### src/rtl/audio_sample_reader_if.sv
// Codec-read and sample-stream signals of audio_sample_reader.
// master: the reader (pops the codec, drives the stream).
// slave:  the environment (codec model plus downstream DSP consumer).
// Handshakes:
//   codec side  - when read_ready=1 the codec offers readdata_left/right; the
//                 reader samples them and answers with a one-cycle read pulse.
//   stream side - the head is transferred on every clock edge where
//                 out_valid=1 and out_ready=1; out_left/out_right are stable
//                 while out_valid=1 and out_ready=0.
interface audio_sample_reader_if #(
  parameter int DATA_W = 24
);
  logic              read_ready;
  logic [DATA_W-1:0] readdata_left;
  logic [DATA_W-1:0] readdata_right;
  logic              read;
  logic              out_valid;
  logic              out_ready;
  logic [DATA_W-1:0] out_left;
  logic [DATA_W-1:0] out_right;

  modport master (
    input  read_ready, readdata_left, readdata_right, out_ready,
    output read, out_valid, out_left, out_right
  );

  modport slave (
    output read_ready, readdata_left, readdata_right, out_ready,
    input  read, out_valid, out_left, out_right
  );
endinterface

### src/rtl/audio_sample_reader.sv
// audio_sample_reader: drains left/right sample pairs from the codec read
// port, buffers them in a small first-word-fall-through FIFO and streams them
// to downstream DSP logic. Also counts codec samples lost while the FIFO was
// full (saturating) and tracks the left-channel peak level for LED metering.
// Optional build macro MONO_MIX_EN: when defined, each pushed pair is replaced
// by the arithmetic mean of left and right in both fields.
module audio_sample_reader #(
  parameter int DATA_W     = 24,
  parameter int DEPTH_LOG2 = 3,
  parameter int OVR_W      = 8
) (
  input  logic                    clock,
  input  logic                    resetn,
  input  logic                    enable,
  audio_sample_reader_if.master   bus,
  output logic [DEPTH_LOG2:0]     fill_level,
  output logic [OVR_W-1:0]        overrun_count,
  output logic [7:0]              peak_level,
  input  logic                    peak_clear,
  output logic [1:0]              state_dbg
);

  localparam int DEPTH = 1 << DEPTH_LOG2;
  localparam int PTR_W = DEPTH_LOG2 + 1;

  typedef enum logic [1:0] {
    IDLE    = 2'd0,
    CAPTURE = 2'd1,
    HOLDOFF = 2'd2
  } state_t;

  state_t              state_q, state_d;
  logic                read_q, read_d;
  logic [PTR_W-1:0]    wr_ptr_q, wr_ptr_d;
  logic [PTR_W-1:0]    rd_ptr_q, rd_ptr_d;
  logic [PTR_W-1:0]    fill_q, fill_d;
  logic [OVR_W-1:0]    ovr_q, ovr_d;
  logic [7:0]          peak_q, peak_d;
  logic                rr_q, rr_d;
  logic [DATA_W-1:0]   last_left_q, last_left_d;
  logic [DATA_W-1:0]   last_right_q, last_right_d;
  logic [DATA_W-1:0]   mem_left_q  [DEPTH];
  logic [DATA_W-1:0]   mem_right_q [DEPTH];

  logic                full, empty;
  logic                start, push, pop;
  logic [DEPTH_LOG2-1:0] wr_idx, rd_idx;
  logic [DATA_W-1:0]   wr_left, wr_right;
  logic [DATA_W-1:0]   head_left, head_right;
  logic [DATA_W-1:0]   cap_left;
  logic [7:0]          peak_sample;

  // Pointer-derived status; full when pointers differ only in the wrap bit.
  always_comb begin
    wr_idx = wr_ptr_q[DEPTH_LOG2-1:0];
    rd_idx = rd_ptr_q[DEPTH_LOG2-1:0];
    empty  = (wr_ptr_q == rd_ptr_q);
    full   = ((wr_ptr_q ^ rd_ptr_q) == {1'b1, {DEPTH_LOG2{1'b0}}});
    start  = (state_q == IDLE) && enable && bus.read_ready && !full;
    push   = (state_q == CAPTURE);
    pop    = !empty && bus.out_ready;
  end

`ifdef MONO_MIX_EN
  logic [DATA_W:0] mix_sum;

  // Sign-extended sum, halved by taking the upper DATA_W bits (>>> 1).
  always_comb begin
    mix_sum  = {bus.readdata_left[DATA_W-1], bus.readdata_left}
             + {bus.readdata_right[DATA_W-1], bus.readdata_right};
    wr_left  = mix_sum[DATA_W:1];
    wr_right = mix_sum[DATA_W:1];
  end
`else
  // Channels are stored exactly as the codec delivers them.
  always_comb begin
    wr_left  = bus.readdata_left;
    wr_right = bus.readdata_right;
  end
`endif

  // FSM state register.
  always_ff @(posedge clock) begin
    if (!resetn) state_q <= IDLE;
    else         state_q <= state_d;
  end

  // FSM next-state: one capture takes exactly three clocks.
  always_comb begin
    state_d = state_q;
    case (state_q)
      IDLE:    if (start) state_d = CAPTURE;
      CAPTURE: state_d = HOLDOFF;
      HOLDOFF: state_d = IDLE;
      default: state_d = IDLE;
    endcase
  end

  // FSM outputs: read is registered so it is high during CAPTURE only.
  always_comb begin
    read_d = start;
  end

  // Sample the codec data into the write slot on the edge entering CAPTURE.
  always_ff @(posedge clock) begin
    if (start) begin
      mem_left_q[wr_idx]  <= wr_left;
      mem_right_q[wr_idx] <= wr_right;
    end
  end

  // Peak magnitude of the slot being committed, bits [DATA_W-2:DATA_W-9] of
  // |left|. For negative x the upper bits of -x are ~x plus a carry that only
  // arrives when every lower bit is zero; the most-negative value saturates.
  always_comb begin
    cap_left = mem_left_q[wr_idx];
    if (!cap_left[DATA_W-1]) begin
      peak_sample = cap_left[DATA_W-2:DATA_W-9];
    end else if (cap_left[DATA_W-2:0] == '0) begin
      peak_sample = 8'hFF;
    end else if (cap_left[DATA_W-10:0] == '0) begin
      peak_sample = ~cap_left[DATA_W-2:DATA_W-9] + 8'd1;
    end else begin
      peak_sample = ~cap_left[DATA_W-2:DATA_W-9];
    end
  end

  // Next-state for pointers, fill count, overrun counter, peak and held output.
  always_comb begin
    wr_ptr_d     = wr_ptr_q;
    rd_ptr_d     = rd_ptr_q;
    fill_d       = fill_q;
    ovr_d        = ovr_q;
    peak_d       = peak_q;
    rr_d         = bus.read_ready;
    last_left_d  = last_left_q;
    last_right_d = last_right_q;

    if (push) wr_ptr_d = wr_ptr_q + PTR_W'(1);
    if (pop) begin
      rd_ptr_d     = rd_ptr_q + PTR_W'(1);
      last_left_d  = head_left;
      last_right_d = head_right;
    end

    case ({push, pop})
      2'b10:   fill_d = fill_q + PTR_W'(1);
      2'b01:   fill_d = fill_q - PTR_W'(1);
      default: fill_d = fill_q;
    endcase

    // One count per codec sample: rising read_ready seen while full.
    if (enable && full && bus.read_ready && !rr_q && (ovr_q != '1))
      ovr_d = ovr_q + OVR_W'(1);

    if (peak_clear)
      peak_d = 8'h00;
    else if (push && (peak_sample > peak_q))
      peak_d = peak_sample;
  end

  // Datapath registers; FIFO contents are discarded by resetting pointers.
  always_ff @(posedge clock) begin
    if (!resetn) begin
      read_q       <= 1'b0;
      wr_ptr_q     <= '0;
      rd_ptr_q     <= '0;
      fill_q       <= '0;
      ovr_q        <= '0;
      peak_q       <= '0;
      rr_q         <= 1'b0;
      last_left_q  <= '0;
      last_right_q <= '0;
    end else begin
      read_q       <= read_d;
      wr_ptr_q     <= wr_ptr_d;
      rd_ptr_q     <= rd_ptr_d;
      fill_q       <= fill_d;
      ovr_q        <= ovr_d;
      peak_q       <= peak_d;
      rr_q         <= rr_d;
      last_left_q  <= last_left_d;
      last_right_q <= last_right_d;
    end
  end

  // First-word-fall-through head; holds the last popped pair when empty.
  always_comb begin
    head_left     = mem_left_q[rd_idx];
    head_right    = mem_right_q[rd_idx];
    bus.out_valid = !empty;
    bus.out_left  = empty ? last_left_q  : head_left;
    bus.out_right = empty ? last_right_q : head_right;
  end

  assign bus.read      = read_q;
  assign fill_level    = fill_q;
  assign overrun_count = ovr_q;
  assign peak_level    = peak_q;
  assign state_dbg     = state_q;

endmodule

### src/flat_wrapper.sv
// flat-port wrapper written by rule: the top's interface ports become plain ports
module audio_sample_reader_flat 
#(
  parameter int DATA_W     = 24,
  parameter int DEPTH_LOG2 = 3,
  parameter int OVR_W      = 8
)
  (clock, resetn, enable, fill_level, overrun_count, peak_level, peak_clear, state_dbg, bus_read_ready, bus_readdata_left, bus_readdata_right, bus_out_ready, bus_read, bus_out_valid, bus_out_left, bus_out_right);
  audio_sample_reader_if #(.DATA_W(DATA_W)) bus_i ();
  input  logic clock;
  input  logic resetn;
  input  logic enable;
  output logic [DEPTH_LOG2:0] fill_level;
  output logic [OVR_W-1:0] overrun_count;
  output logic [7:0] peak_level;
  input  logic peak_clear;
  output logic [1:0] state_dbg;
  input wire logic [$bits(bus_i.read_ready)-1:0] bus_read_ready;
  input wire logic [$bits(bus_i.readdata_left)-1:0] bus_readdata_left;
  input wire logic [$bits(bus_i.readdata_right)-1:0] bus_readdata_right;
  input wire logic [$bits(bus_i.out_ready)-1:0] bus_out_ready;
  output wire logic [$bits(bus_i.read)-1:0] bus_read;
  output wire logic [$bits(bus_i.out_valid)-1:0] bus_out_valid;
  output wire logic [$bits(bus_i.out_left)-1:0] bus_out_left;
  output wire logic [$bits(bus_i.out_right)-1:0] bus_out_right;
  assign bus_i.read_ready = bus_read_ready;
  assign bus_i.readdata_left = bus_readdata_left;
  assign bus_i.readdata_right = bus_readdata_right;
  assign bus_i.out_ready = bus_out_ready;
  assign bus_read = bus_i.read;
  assign bus_out_valid = bus_i.out_valid;
  assign bus_out_left = bus_i.out_left;
  assign bus_out_right = bus_i.out_right;
  audio_sample_reader #(.DATA_W(DATA_W), .DEPTH_LOG2(DEPTH_LOG2), .OVR_W(OVR_W)) u_core (.clock(clock), .resetn(resetn), .enable(enable), .bus(bus_i), .fill_level(fill_level), .overrun_count(overrun_count), .peak_level(peak_level), .peak_clear(peak_clear), .state_dbg(state_dbg));
endmodule
### config.mk
export PLATFORM = sky130hd
export DESIGN_NAME = audio_sample_reader_flat
export DESIGN_NICKNAME = d
export VERILOG_FILES = /design/src/rtl/audio_sample_reader_if.sv /design/src/rtl/audio_sample_reader.sv /design/src/flat_wrapper.sv
export SDC_FILE = /design/constraint.sdc
export NUM_CORES = 1
export LEC_CHECK = 0
export ABC_CLOCK_PERIOD_IN_PS = 7500
export BUFFER_PORTS_ARGS = -buffer_cell sky130_fd_sc_hd__buf_2
export CAP_MARGIN = 15
export CORE_UTILIZATION = 50
export DETAILED_ROUTE_END_ITERATION = 16
export PLACE_DENSITY = 0.68
export SETUP_SLACK_MARGIN = 0.2
export SYNTH_ARGS = -nofsm -noshare
export SYNTH_HDL_FRONTEND = slang
export SYNTH_SLANG_ARGS = --single-unit
### constraint.sdc
create_clock -name clock -period 7.5 [get_ports clock]
set_clock_uncertainty 0.05 [all_clocks]
set_input_delay 0.75 -clock clock [delete_from_list [all_inputs] [get_ports clock]]
set_output_delay 0.75 -clock clock [all_outputs]
set_load 0.05 [all_outputs]
==> qor.csv, run 1 <==
metric;value;unit
status;complete, no violations;
critPathCaptureType;flip-flop;
avgSynthCellArea;16.4;um^2
postCtsSetupBuffers;0;
combPwrFrac;14.2;%
path_cells;buf_4 > nor4b_1 > a22oi_1 > nor2_1 > a211oi_1 > nor2_1 > mux2_1 > o21ai_1 > nand2_1 > ha_1 > nor2b_1 > o21ai_0 > nand2b_1 > a21oi_1 > o21ai_1 > o211a_1 > o21ai_0 > a31oi_1;
ys_ff_latch;470;
die_w;201;um
final_antenna_net_count;0;
intPower;0.00453;W
grt_max_degree;77;
gp_congestion;0.857;
synth_common_cells;384 x edfxtp_1, 112 x mux4_2, 86 x dfxtp_1;
synth_top_cell_by_area;edfxtp_1;
async_flop_share;0;%
synth.distinct_cells;62;
n_fill_cell;2951;
hold_violations;0;
drt_iter0_markers;1078;
register_area;13300;um^2
multi_input_area;6180;um^2
switching_share;26.6;%
pin_count;126;
rows;72;
wl;44600;um
start_kind;flip-flop;
cp_max_fo;21;
num_vias;11291;
cts_root_buffer;clkbuf_16;
cts_tree;yes;
r2r-end;u_core.peak_level[1];
route.detailed.drc;0;
post_cts_resized;0;
p_switching;0.00165;W
fin_setup_tns;0;ns
clock_sinks;470;
crit_slowest_cell;dfxtp_1;
period_needed;4.85;ns
yosysTopAreaCellShare;58.4;%
ys.flop_type;edfxtp_1;
syn_area;19700;um^2
syn_inst;1206;
cts_buffers;47;
crit_buf_inv;1;
grt.total_usage;22.7;%
reg2regPathDepth;18;
ir_worst_vdd;0.166;mV
portBuffers;125;
hold_buffers;0;
clk_path_buf_depth;3;
endpoint;u_core.peak_level[1];
yosysWarnings;0;
worst_hold_slack;0.354;ns
tightest_slew;1.20;ns
slew_headroom;20.3;%
cap_violations;0;
cp.arrival;5.25;ns
num-nets-final;1394;
regToRegSetupSlack;2.65;ns
power.density_cell_area;275;nW/um^2
drive_above_1_share;25.5;%
grt-ovfl-total;0;
die_h;201;um
syn-num-nets;1276;
rsz0062_at_grt;no;
antenna_found_initial;5;
period_share;64.7;%
clk_pin_slew_worst_paths;0.06;ns
cp_num_cells;18;
p_leak;7.84;nW
critical_path_class;flip-flop to flip-flop;
synth_edf_count;384;
core;38800;um^2
finalSetupViolCount;0;
firstDrtPassIters;5;
critical_path.top_delay_family;compound AO/OA/AOI/OAI gates;
dieArea;40300;um^2
start_util;50.8;%
grt_pass1_wl;68800;um
finalMaxSlewViolations;0;
yosysSeqAreaShare;67.1;%
power.share.clock;38.4;%
synth.most_common_cell;edfxtp_1;
hpwl;25600;um
slowest_delay;0.95;ns
timing.fmax;0.206;GHz
htreeDepth;2;
timing.critical_path.required;7.90;ns
hp-class;input pin to flip-flop;
grt_pass1_vias;11454;
clock_latency;0.57;ns
routedWlPerCell;23.7;um
area_delta_synth_final;13.9;%
p_seq_share;47.4;%
synth.area.top_cells;edfxtp_1 58%, mux4_2 13%, dfxtp_1 8.7%;
via_per_inst;6.00;
worst reg2reg max path: cells and delay by family, from the launching register on:
kind | cells | cell delay, ns
muxes | 1 | 0.40
DFF | 1 | 0.95
and+or+nand+nor | 6 | 1.20
adders and majority gates | 1 | 0.30
AOI/OAI and AO/OA | 9 | 1.43
buffers and inverters | 1 | 0.39
flip-flops by register name, indices dropped and copies added (netlist names), named ones only:
signal                flops
u_core.rd_ptr_q           4
u_core.fill_level         4
u_core.mem_left_q       192
u_core.state_dbg          2
u_core.wr_ptr_q           4
u_core.last_left_q       24
u_core.overrun_count      8
u_core.rr_q               1
u_core.mem_right_q      192
u_core.last_right_q      24
u_core.bus.read           1
u_core.peak_level         8
worst min-delay path by stage:
stage	start	endpoint	slack, ns	cells after the start
4_1_cts	bus_read_ready	u_core.rr_q	0.33	2
3_3_place_gp	u_core.fill_level[3]	u_core.fill_level[3]	0.43	2
3_5_place_dp	u_core.peak_level[6]	u_core.peak_level[6]	0.43	2
6_report	bus_read_ready	u_core.rr_q	0.35	2
2_1_floorplan	u_core.last_left_q[0]	u_core.last_left_q[0]	0.42	1
5_1_grt	bus_read_ready	u_core.rr_q	0.34	2
through the flow:
stage	std cells	total power (W)	utilization, %	cell area (um^2)	setup WS, ns
global placement	1793	0.00385	53.9	20900	2.92
finish	1882	0.00617	57.9	22500	2.65
CTS	1880	0.00622	57.9	22500	2.67
floorplan	1206	0.00364	-	19700	2.28
detailed placement	1793	0.00387	53.9	20900	2.74
global route	1880	0.00638	57.9	22500	2.30
cell usage in the layout (no fill, tap or decap), drive strengths merged, types with 29 or more instances in the layout:
master  Yosys  final
a21oi      65     65
and2       29     29
buf        21    143
clkbuf     53     66
dfxtp      86     86
edfxtp    384    384
mux2i      58     58
mux4      115    115
nand2      76     76
nor2       68     68
o211a      49     49
final cells by class:
| class | count | area share [%] |
|---|---|---|
| clock buffer | 66 | 5.92 |
| multi-input combinational | 648 | 27.5 |
| timing repair buffer | 143 | 3.38 |
| sequential | 470 | 59.0 |
| inverter | 14 | 0.234 |
| clock inverter | 21 | 1.03 |
| tap | 518 | 2.88 |
| antenna | 2 | 0.0223 |
layer usage:
| metal | part of all wire, % | vias to the layer above | wire (um) | track usage [%] |
|---|---|---|---|---|
| li1 | - | 5030 | - | - |
| met1 | 43 | 5803 | 19200 | 31.2 |
| met2 | 49 | 383 | 21900 | 37.1 |
| met3 | 5.7 | 67 | 2530 | 3.83 |
| met4 | 2.0 | 8 | 883 | 7.28 |
| met5 | 0.10 | - | 46 | 0 |
kinds of logic (layout without fill, tap and decap cells):
group,after synthesis,in the layout,synth area share (%)
buffers and inverters,88,244,1.88
flip-flops,470,470,67.1
other,0,2,0
AND/OR/NAND/NOR,266,266,6.59
adder cells (fa/ha/maj),16,16,1.05
multiplexers,176,176,16.4
XOR/XNOR,23,23,1.02
AO/OA/AOI/OAI,167,167,5.98
power by group through the flow:
| stage | sequential (W) | combinational [W] | clock (W) |
|---|---|---|---|
| CTS | 0.00293 | 0.000888 | 0.00241 |
| detailed placement | 0.00298 | 0.000885 | 0 |
| floorplan | 0.00297 | 0.000675 | 0 |
| finish | 0.00292 | 0.000878 | 0.00237 |
| global placement | 0.00298 | 0.000872 | 0 |
| global route | 0.00293 | 0.000943 | 0.00250 |
(Power assumes the default switching activity.)
==> run 2, diff against run 1 <==
ABC_CLOCK_PERIOD_IN_PS = 4600   (was 7500)
clock period = 4.6 ns   (was 7.5 ns; I/O delays follow)
==> qor.csv, run 2 (synthesis results as in run 1) <==
metric;value;unit
status;complete, no violations;
cp_common_cell;a21oi_1;
slowest_delay;0.55;ns
dieArea;40300;um^2
drive_above_1_share;25.6;%
antenna_found_initial;6;
crit_slowest_cell;a2111o_2;
slew_headroom;25.5;%
final_antenna_net_count;0;
hold_buffers;0;
hold_violations;0;
placed_area;21000;um^2
cp.arrival;4.48;ns
die_w;201;um
cts_root_buffer;clkbuf_16;
drt_iter0_markers;906;
period_needed;4.05;ns
core;38800;um^2
route.detailed.drc;0;
hpwl;26200;um
pin_count;126;
ir_worst_vdd;0.283;mV
clk_path_buf_depth;3;
timing.critical_path.required;5.03;ns
holdPathEnd;u_core.rr_q;
portBuffers;125;
reg2regPathDepth;16;
utilization;58.0;%
cts_buffers;47;
p_leak;7.85;nW
grt_pass1_vias;11363;
grt_pass1_wl;67400;um
hp-start;bus_read_ready;
finalSetupViolCount;0;
final_common_cell;edfxtp_1;
gp_congestion;0.844;
grt_max_degree;63;
path_cells;buf_6 > mux4_2 > and2_1 > a21oi_1 > nand4_1 > a2111o_2 > nand2_1 > o21a_1 > ha_1 > a21o_1 > a21o_1 > a21oi_1 > o21ai_1 > o211a_1 > nand2b_1 > a21oi_1;
clk_pin_slew_worst_paths;0.06;ns
grt.total_usage;22.1;%
num-nets-final;1404;
regToRegSetupSlack;0.55;ns
fin_setup_tns;0;ns
power.density_cell_area;438;nW/um^2
timing.fmax;0.247;GHz
cts_tree;yes;
top_regs;u_core.mem_left_q: 192 flops, u_core.mem_right_q: 192 flops;
firstDrtPassIters;5;
layout.cells.non_filler;1894;
die_h;201;um
cap_violations;0;
via_per_inst;5.91;
most-common-layout-cells;384 x edfxtp_1, 125 x buf_2, 112 x mux4_2;
clock_latency;0.57;ns
wl;43600;um
r2r-end;u_core.peak_level[6];
critical_path_class;flip-flop to flip-flop;
routedWlPerCell;23.0;um
dp_cells;1803;
start_util;50.8;%
clock_sinks;470;
htreeDepth;2;
postCtsSetupBuffers;0;
grt-ovfl-total;0;
num_vias;11185;
rsz0062_at_grt;no;
area_delta_synth_final;14.0;%
hold_depth;2;
hp-class;input pin to flip-flop;
start_kind;flip-flop;
tightest_slew;1.12;ns
final_cell_area;22500;um^2
period_share;88.1;%
cp_max_fo;29;
rows;72;
finalMaxSlewViolations;0;
critPathCaptureType;flip-flop;
## run 2: changes by cell type in the layout (fill, tap and decap cells not counted), sizes merged
cell	before	now
bufinv	4	3
inv	16	17
clkbuf	66	69
diode	2	4
buf	143	153
clkinvlp	4	1
## run 2: worst max path at each step
stage | cells past startpoint | endpoint | start | slack (ns)
after floorplan | 6 | u_core.mem_left_q[1][0] | u_core.wr_ptr_q[1] | -0.62
after global placement | 16 | u_core.peak_level[6] | flip-flop | 0.27
after detailed placement | 16 | u_core.peak_level[4] | flip-flop | 0.12
after CTS | 16 | u_core.peak_level[6] | flip-flop | 0.31
after global routing | 16 | u_core.peak_level[2] | flip-flop | 0.21
final | 16 | u_core.peak_level[6] | flip-flop | 0.55
## run 2: area by class of cell
class	count	area (um^2)
sequential	470	13300
fill	2922	16300
clock inverter	18	179
clock buffer	69	1280
inverter	14	52.6
timing repair buffer	153	881
tap	518	648
antenna	4	10.0
multi-input combinational	648	6190
## run 2: worst max-delay path: cells and delay by family, from the launching register on
| family | cells | cell delay [ns] |
|---|---|---|
| muxes | 1 | 0.51 |
| buffers and inverters | 1 | 0.28 |
| and+or+nand+nor | 4 | 0.64 |
| AOI/OAI and AO/OA | 9 | 1.76 |
| DFF | 1 | 0.48 |
| adders and majority gates | 1 | 0.25 |
## run 2: where the power goes
group	leakage, nW	switching (W)	total (W)	internal, W
Combinational	2.97	0.000995	0.00145	0.000450
Sequential	4.17	0.0000759	0.00476	0.00469
Clock	0.705	0.00156	0.00366	0.00210
Total	7.85	0.00263	0.00987	0.00724
## run 2: repair_timing
item | in CTS | in global routing
resized for setup | 1 | 7
endpoints found under the setup margin | 8 | 8
pin swaps | 0 | 0
## run 2: per-stage QoR
step / setup WS (ns) / total power [W] / hold WS [ns]
floorplan: -0.619 / 0.00593 / 0.423
global placement: 0.274 / 0.00629 / 0.425
detailed placement: 0.120 / 0.00631 / 0.436
CTS: 0.315 / 0.00995 / 0.0559
global route: 0.214 / 0.0102 / 0.0845
finish: 0.548 / 0.00987 / 0.0758
## run 2: per-layer routing
metal | vias to the layer above | track usage, % | part of all wire [%] | wire, um
met4 | 8 | 5.64 | 1.6 | 710
met3 | 63 | 3.85 | 6.4 | 2780
li1 | 5038 | - | - | -
met1 | 5692 | 30.5 | 42 | 18500
met2 | 384 | 36.6 | 49 | 21500
met5 | - | 0 | 0.12 | 51
